--- src/rtl/mux_scan_pkg.sv ---
// Shared types and constants for the 74S151 scan sequencer.
// State encodings, bus widths and mode values.
package mux_scan_pkg;

  localparam int SEL_W  = 3;
  localparam int DATA_W = 8;

  typedef logic [1:0] state_t;

  localparam state_t ST_IDLE   = 2'd0;
  localparam state_t ST_SETTLE = 2'd1;
  localparam state_t ST_SAMPLE = 2'd2;
  localparam state_t ST_DONE   = 2'd3;

  localparam logic MODE_SCAN   = 1'b0;
  localparam logic MODE_SINGLE = 1'b1;

endpackage

--- src/rtl/mux_scan_timer.sv ---
// Settle down-counter: load sets the count, en decrements it.
// Ports: clk, reset, load, load_val[1:0], en, tc (count is zero).
module mux_scan_timer (
  input  logic       clk,
  input  logic       reset,
  input  logic       load,
  input  logic [1:0] load_val,
  input  logic       en,
  output logic       tc
);

  logic [1:0] cnt_q;
  logic [1:0] cnt_d;

  always_comb begin
    cnt_d = cnt_q;
    if (load) begin
      cnt_d = load_val;
    end else if (en && (cnt_q != 2'd0)) begin
      cnt_d = cnt_q - 2'd1;
    end
  end

  always_ff @(posedge clk) begin
    if (reset) cnt_q <= 2'd0;
    else       cnt_q <= cnt_d;
  end

  assign tc = (cnt_q == 2'd0);

endmodule

--- src/rtl/mux_scan_sequencer.sv ---
// Drives a 74S151 select/enable and samples Q/Q_N into a byte.
// Ports: clk, reset, start/mode/sel_in, sel/ce_n, q_in/q_n_in, busy/valid/data/err.
module mux_scan_sequencer
  import mux_scan_pkg::*;
#(
  parameter int SETTLE_CYCLES = 1
) (
  input  logic              clk,
  input  logic              reset,
  input  logic              start,
  input  logic              mode,
  input  logic [SEL_W-1:0]  sel_in,
  output logic [SEL_W-1:0]  sel,
  output logic              ce_n,
  input  logic              q_in,
  input  logic              q_n_in,
  output logic              busy,
  output logic              valid,
  output logic [DATA_W-1:0] data,
  output logic              err
);

  localparam int SC = (SETTLE_CYCLES < 1) ? 1 :
                      (SETTLE_CYCLES > 4) ? 4 : SETTLE_CYCLES;
  // Timer reaches zero after SC-1 decrements, so SETTLE lasts SC cycles.
  localparam logic [1:0] LOAD_VAL = 2'(SC - 1);

  state_t             state_q, state_d;
  logic [SEL_W-1:0]   idx_q, idx_d;
  logic               mode_q, mode_d;
  logic [DATA_W-1:0]  data_q, data_d;
  logic               err_q, err_d;
  logic               tmr_load;
  logic               tmr_en;
  logic               tmr_tc;

  mux_scan_timer u_timer (
    .clk      (clk),
    .reset    (reset),
    .load     (tmr_load),
    .load_val (LOAD_VAL),
    .en       (tmr_en),
    .tc       (tmr_tc)
  );

  always_comb begin
    state_d  = state_q;
    idx_d    = idx_q;
    mode_d   = mode_q;
    data_d   = data_q;
    err_d    = err_q;
    tmr_load = 1'b0;
    tmr_en   = 1'b0;
    unique case (state_q)
      ST_IDLE: begin
        if (start) begin
          state_d  = ST_SETTLE;
          mode_d   = mode;
          idx_d    = (mode == MODE_SINGLE) ? sel_in : '0;
          data_d   = '0;
          err_d    = 1'b0;
          tmr_load = 1'b1;
        end
      end
      ST_SETTLE: begin
        if (tmr_tc) state_d = ST_SAMPLE;
        else        tmr_en  = 1'b1;
      end
      ST_SAMPLE: begin
        data_d[idx_q] = q_in;
        // Q and Q_N agreeing means the mux output is not trustworthy.
        if (q_in == q_n_in) err_d = 1'b1;
        if ((mode_q == MODE_SCAN) && (idx_q != 3'd7)) begin
          idx_d    = idx_q + 3'd1;
          state_d  = ST_SETTLE;
          tmr_load = 1'b1;
        end else begin
          state_d = ST_DONE;
        end
      end
      ST_DONE: begin
        state_d = ST_IDLE;
      end
      default: begin
        state_d = ST_IDLE;
      end
    endcase
  end

  always_ff @(posedge clk) begin
    if (reset) begin
      state_q <= ST_IDLE;
      idx_q   <= '0;
      mode_q  <= MODE_SCAN;
      data_q  <= '0;
      err_q   <= 1'b0;
    end else begin
      state_q <= state_d;
      idx_q   <= idx_d;
      mode_q  <= mode_d;
      data_q  <= data_d;
      err_q   <= err_d;
    end
  end

  // Select holds through DONE; it only moves when SETTLE is entered.
  assign sel   = (state_q == ST_IDLE) ? '0 : idx_q;
  assign ce_n  = !((state_q == ST_SETTLE) || (state_q == ST_SAMPLE));
  assign busy  = (state_q == ST_SETTLE) || (state_q == ST_SAMPLE);
  assign valid = (state_q == ST_DONE);
  assign data  = data_q;
  assign err   = err_q;

endmodule

--- config.mk ---
export PLATFORM = sky130hd
export DESIGN_NAME = mux_scan_sequencer
export DESIGN_NICKNAME = d
export VERILOG_FILES = /design/src/rtl/mux_scan_pkg.sv /design/src/rtl/mux_scan_timer.sv /design/src/rtl/mux_scan_sequencer.sv
export SDC_FILE = /design/constraint.sdc
export NUM_CORES = 1
export LEC_CHECK = 0
export BUFFER_PORTS_ARGS = -buffer_cell sky130_fd_sc_hd__buf_2
export CAP_MARGIN = 20
export CORE_MARGIN = 2
export CORE_UTILIZATION = 50
export CTS_BUF_LIST = sky130_fd_sc_hd__clkbuf_4 sky130_fd_sc_hd__clkbuf_8 sky130_fd_sc_hd__clkbuf_16
export DETAILED_ROUTE_END_ITERATION = 16
export GPL_TIMING_DRIVEN = 0
export PLACE_DENSITY = 0.75
export RECOVER_POWER = 100
export SLEW_MARGIN = 20
export SYNTH_ARGS = -nofsm -noshare
export SYNTH_HDL_FRONTEND = slang
export SYNTH_HIERARCHICAL = 1
export SYNTH_SLANG_ARGS = --single-unit
--- constraint.sdc ---
create_clock -name clk -period 4 [get_ports clk]
set_input_delay 0.4 -clock clk [delete_from_list [all_inputs] [get_ports clk]]
set_output_delay 0.4 -clock clk [all_outputs]
set_load 0.01 [all_outputs]
; After elaboration in Yosys (flattened, before gate mapping)
; Cells that the tools add are included.
; W data, S select, Z words.
[word_totals]
in_bits = 9
register_bits = 17
wordCells = 57
[op_classes]
bitwise = 1
n_lt_le_gt_ge = 2
n_addsub = 2
n_reduce_logical = 15
n_mux = 22
eq_ne = 9
[op_table]
columns = operator, count
row1 = $pmux W8 S2, 1
row2 = $mux W3, 4
row3 = $bwmux W8, 1
row4 = $mux W8, 1
row5 = $ne A2 B2 Y1 const B, 4
row6 = $pmux W2 S4, 1
row7 = $mux W1, 7
row8 = $mux W2, 3
row9 = $pmux W3 S2, 1
row10 = $reduce_and A2 Y1, 3
row11 = $reduce_and A3 Y1, 2
row12 = $eq A2 B2 Y1 const B, 2
row13 = $logic_not A2 Y1, 2
row14 = $lt A3 B4 Y1 const B, 1
row15 = $pmux W1 S2, 2
row16 = $reduce_bool A2 Y1, 2
row17 = $add A3 B1 Y3 const B, 1
row18 = $demux W1 S3, 1
row19 = $ge A3 B1 Y1 const B, 1
row20 = $logic_and A1 B1 Y1, 3
row21 = $ne A3 B3 Y1 const B, 1
row22 = $eq A2 B1 Y1 const B, 1
row23 = $reduce_or A2 Y1, 1
row24 = $sub A2 B1 Y2 const B, 1
row25 = 4 further kinds, 4

; Logic depth before layout (Yosys ltp)
[depth]
depth_word = 6
ltp_mapped = 8

; By module
; Netlist, hierarchy kept.
[by_module_without_submodules]
columns = module, n_inst, area_per_inst_um2, cells_per_inst
row1 = mux_scan_sequencer, 1, 909.6, 97
row2 = mux_scan_timer, 1, 126.4, 14

; Least setup slack after synthesis
; OpenSTA, ideal clock, no wires.
[synth_path]
path_type = reg-to-reg
start = register state_q[0]
end = register u_timer.cnt_q[0]
setup_slack_ns = 2.448
setup_ns = 0.123
period_less_slack_ns = 1.552
path_buffers = 1
t_arrival_ns = 1.429
stages_incl_launch_ff = 9
cell_sequence = dfxtp_1 inv_1 ha_1 buf_2 inv_1 o31ai_1 inv_1 nor2_1 a211oi_2
[synth_via]
elab_chain_len = 3
[synth_rtl]
columns = element, line_no
row1 = from (decl), mux_scan_sequencer.sv:28  ; state_t state_q, state_d;
row2 = from (signal assigned), mux_scan_sequencer.sv:98  ; state_q <= state_d;
row3 = $eq A2 B2 Y1 or $logic_not A2 Y1 (tied branches), mux_scan_sequencer.sv:54  ; unique case (state_q)
row4 = $pmux W1 S2 (*), mux_scan_sequencer.sv:54
row5 = named net tmr_load, mux_scan_sequencer.sv:33  ; logic tmr_load;
row6 = $reduce_or A2 Y1 (no line) (*), --
row7 = to (signal assigned), mux_scan_timer.sv:26  ; else cnt_q <= cnt_d;
row8 = to (decl), mux_scan_timer.sv:12  ; logic [1:0] cnt_q;
; The timed path passes the listed nets; every way through them passes the cells marked *.
; A chain may end at the register's enable or synchronous reset.

; Final worst setup path
[layout_path]
start = register state_q[0]
end = output sel[0]
[layout_via]
elab_chain_len = 2
[layout_rtl]
columns = element, line_no
row1 = $logic_not A2 Y1, mux_scan_sequencer.sv:107  ; assign sel = (state_q == ST_IDLE) ? '0 : idx_q;
row2 = $mux W3, mux_scan_sequencer.sv:107
row3 = to (decl), mux_scan_sequencer.sv:13  ; output logic [SEL_W-1:0] sel,
; Every way passes these cells.

==> reports/summary.txt <==
crit path buf inv count = 3
Avg Vias per Cell = 5.446
root buf cell = clkbuf_4
First-pass DRT Iterations = 4
Critical Path Source = state_q[0]
GRT overflow = 0
Yosys warning count = 6
Bufs on Longest Clock Path = 2
Yosys top cell area share = 32.85%
DR vias = 904
clk sinks = 17
Mapped Avg Cell Area = 9.333 um^2
Post-synth ARST share = 0%
Area contributors post-synth = dfxtp_1 33%, ha_1 8.5%, nand3b_1 7.2%
crit share post-route = 50.07%
CP peak stage delay = 420 ps
DR DRC count = 0
critical path's most frequent cell = clkbuf_1
Yosys cell types = 37
Critical Path RT = 3600 ps
ys flop type = dfxtp_1
TNS Setup = 0 ps
Slew headroom = 52.04%
vias in the first global route = 880
initial antenna violation count = 0
RSZ-0062 raised after global routing = false
routability congestion estimate from global placement = 0.8051
n_diodes = 0
row count = 16
final core utilization = 60.20%
CP Launch Type = register
Area Overhead vs Synth = 14.01%
Layout fillers = 204
die span in x = 49.52 um
Core ar. = 1962 um^2
Routed WL = 2176 um
RR Startpoint = state_q[0]
max-cap violations = 0
Synth Instances = 111
HPWL Detailed = 1665 um
worst vdd ir = 0.2705 mV
Clock transition at path regs = 100 ps
pre-CTS setup slack = 2168 ps
crit path kind = reg -> out
CP max-delay cell = dfxtp_1
die area = 2452 um^2
outcome = complete, no violations
Setup Buffers After CTS = 0
total power per unit cell area = 577.4 nW/um^2
Worst EP arrival = 1600 ps
Post-Syn Area = 1036 um^2
final slew viol count = 0
Post-synth EDFFs = 0
hold path start = reset
final hold violation count = 0
pin count of the biggest net entering global routing = 11
HP Class = in -> reg
H-tree depth = 1
CP top delay family = buffers and inverters
share of layout cells above drive strength 1 = 12.23%
worst skew pair latency = 290 ps
flops & latches, synth = 17
CTS tree = yes
Die H = 49.52 um
f_max = 0.4993 GHz
cts hold-fix bufs = 0
CP endpoint kind = output port
# setup viols final = 0
Static Leak = 0.4586 nW
critical path fanouts, max = 10
first-pass GRT wire length = 3760 um
Post-CTS Resized = 0
Worst-Margin Slew = 711.9 ps
min Tclk post-route = 2003 ps
Iter 0 DRT Violations = 16
Seq/Total Area, Yosys = 32.85%
I/O pin total = 24
post-route setup slack = 1997 ps
Final #Nets = 156
area leader, netlist = dfxtp_1
routed len/inst = 13.11 um
Port Buffer Count = 23
CP Cell Sequence = inv_1 -> ha_1 -> clkbuf_1 -> nor2b_1 -> clkbuf_1
antenna viol nets, final = 0
Initial Util = 52.81%
Num CTS Buffers = 3
total track usage = 19.62%
Worst Skew = 2.312 ps
==> stage by stage <==
stage / cells / total power [mW] / hold WS, ps / cell area, um^2
2_1_floorplan: 112 / 0.5190 / 464.2 / 1040
3_3_place_gp: 162 / 0.5959 / 471.0 / 1189
3_5_place_dp: 162 / 0.6097 / 477.3 / 1189
4_1_cts: 166 / 0.7094 / 360.7 / 1219
5_1_grt: 166 / 0.7374 / 366.8 / 1181
6_report: 166 / 0.6820 / 363.9 / 1181
==> worst paths after layout <==
path	end	slack [ps]	cells past startpoint
worst min-delay path	u_timer/cnt_q[0]	360	2
worst max register to register	u_timer/cnt_q[0]	2020	8
worst max-delay path	sel[0]	2000	5
worst min register to register	mode_q	490	2
==> cells by family after synthesis <==
| family | count (synthesis) | synth area share, % |
|---|---|---|
| AOI/OAI and AO/OA | 21 | 14.74 |
| xor gates and xnor gates | 2 | 1.691 |
| adders and majority gates | 7 | 8.454 |
| buffers and inverters | 14 | 5.555 |
| DFF | 17 | 32.85 |
| muxes | 9 | 9.179 |
| other | 1 | 0.3620 |
| and+or+nand+nor | 40 | 27.17 |
==> flip-flops by register name, indices dropped and copies added, names as in the netlist <==
signal and cells:
u_timer/cnt_q 2, err 1, mode_q 1, state_q 2
idx_q 3, data 8
==> layout make-up <==
type,instances,area [um^2],area share [%]
buffer,6,22.52,1.907
clock buffer,4,30.03,2.542
inverter,8,30.03,2.542
multi-input combinational,81,628.1,53.18
sequential,17,340.3,28.81
tap,27,33.78,2.860
timing repair buffer,23,96.34,8.157
==> metal layers <==
metal  up-vias  global-route usage (%)  part of all wire (%)
met2        21                   34.22                    47
li1        458                       -                     -
met5         -                       0                     0
met4         0                   3.241                     0
met3         0                   7.273                   5.2
met1       425                   23.15                    48
==> where the power goes <==
part | internal (mW) | total (mW) | switching, mW
combinational | 0.140 | 0.357 | 0.217
clock | 0.0456 | 0.0989 | 0.0533
sequential | 0.202 | 0.226 | 0.0241
==> synth_stat cells, types with 3 or more instances <==
master and n:
ha_1 7, mux2i_1 7, nand3b_1 10, nand2_1 4, clkbuf_1 4, a311oi_1 3
nand2b_1 3, a21oi_1 7, inv_1 8, nor2b_1 4, dfxtp_1 17, nor3_1 5
==> placed cells by master, fill, tap and decap left out <==
master,Yosys,routed
a211oi_2,1,1
a21oi_1,7,7
a22oi_1,2,2
a2bb2oi_1,2,2
a311oi_1,3,3
a31oi_1,1,1
and3b_1,1,1
and4_1,1,1
buf_2,1,8
clkbuf_1,4,21
clkbuf_4,0,4
conb_1,1,2
dfxtp_1,17,17
ha_1,7,7
inv_1,8,8
mux2_2,1,1
mux2i_1,7,8
nand2_1,4,4
nand2b_1,3,3
nand3_1,2,2
nand3b_1,10,10
nand4_1,1,1
nand4b_1,2,2
nor2_1,2,2
nor2b_1,4,4
nor2b_4,1,1
nor3_1,5,5
nor3b_1,1,1
nor4_2,1,1
nor4b_1,0,1
nor4b_2,2,1
o211ai_1,1,1
o21a_1,1,1
o21ai_0,0,1
o221ai_1,1,1
o31ai_1,1,1
xnor2_1,2,2
Note: power is estimated with default switching activity, not from simulation.
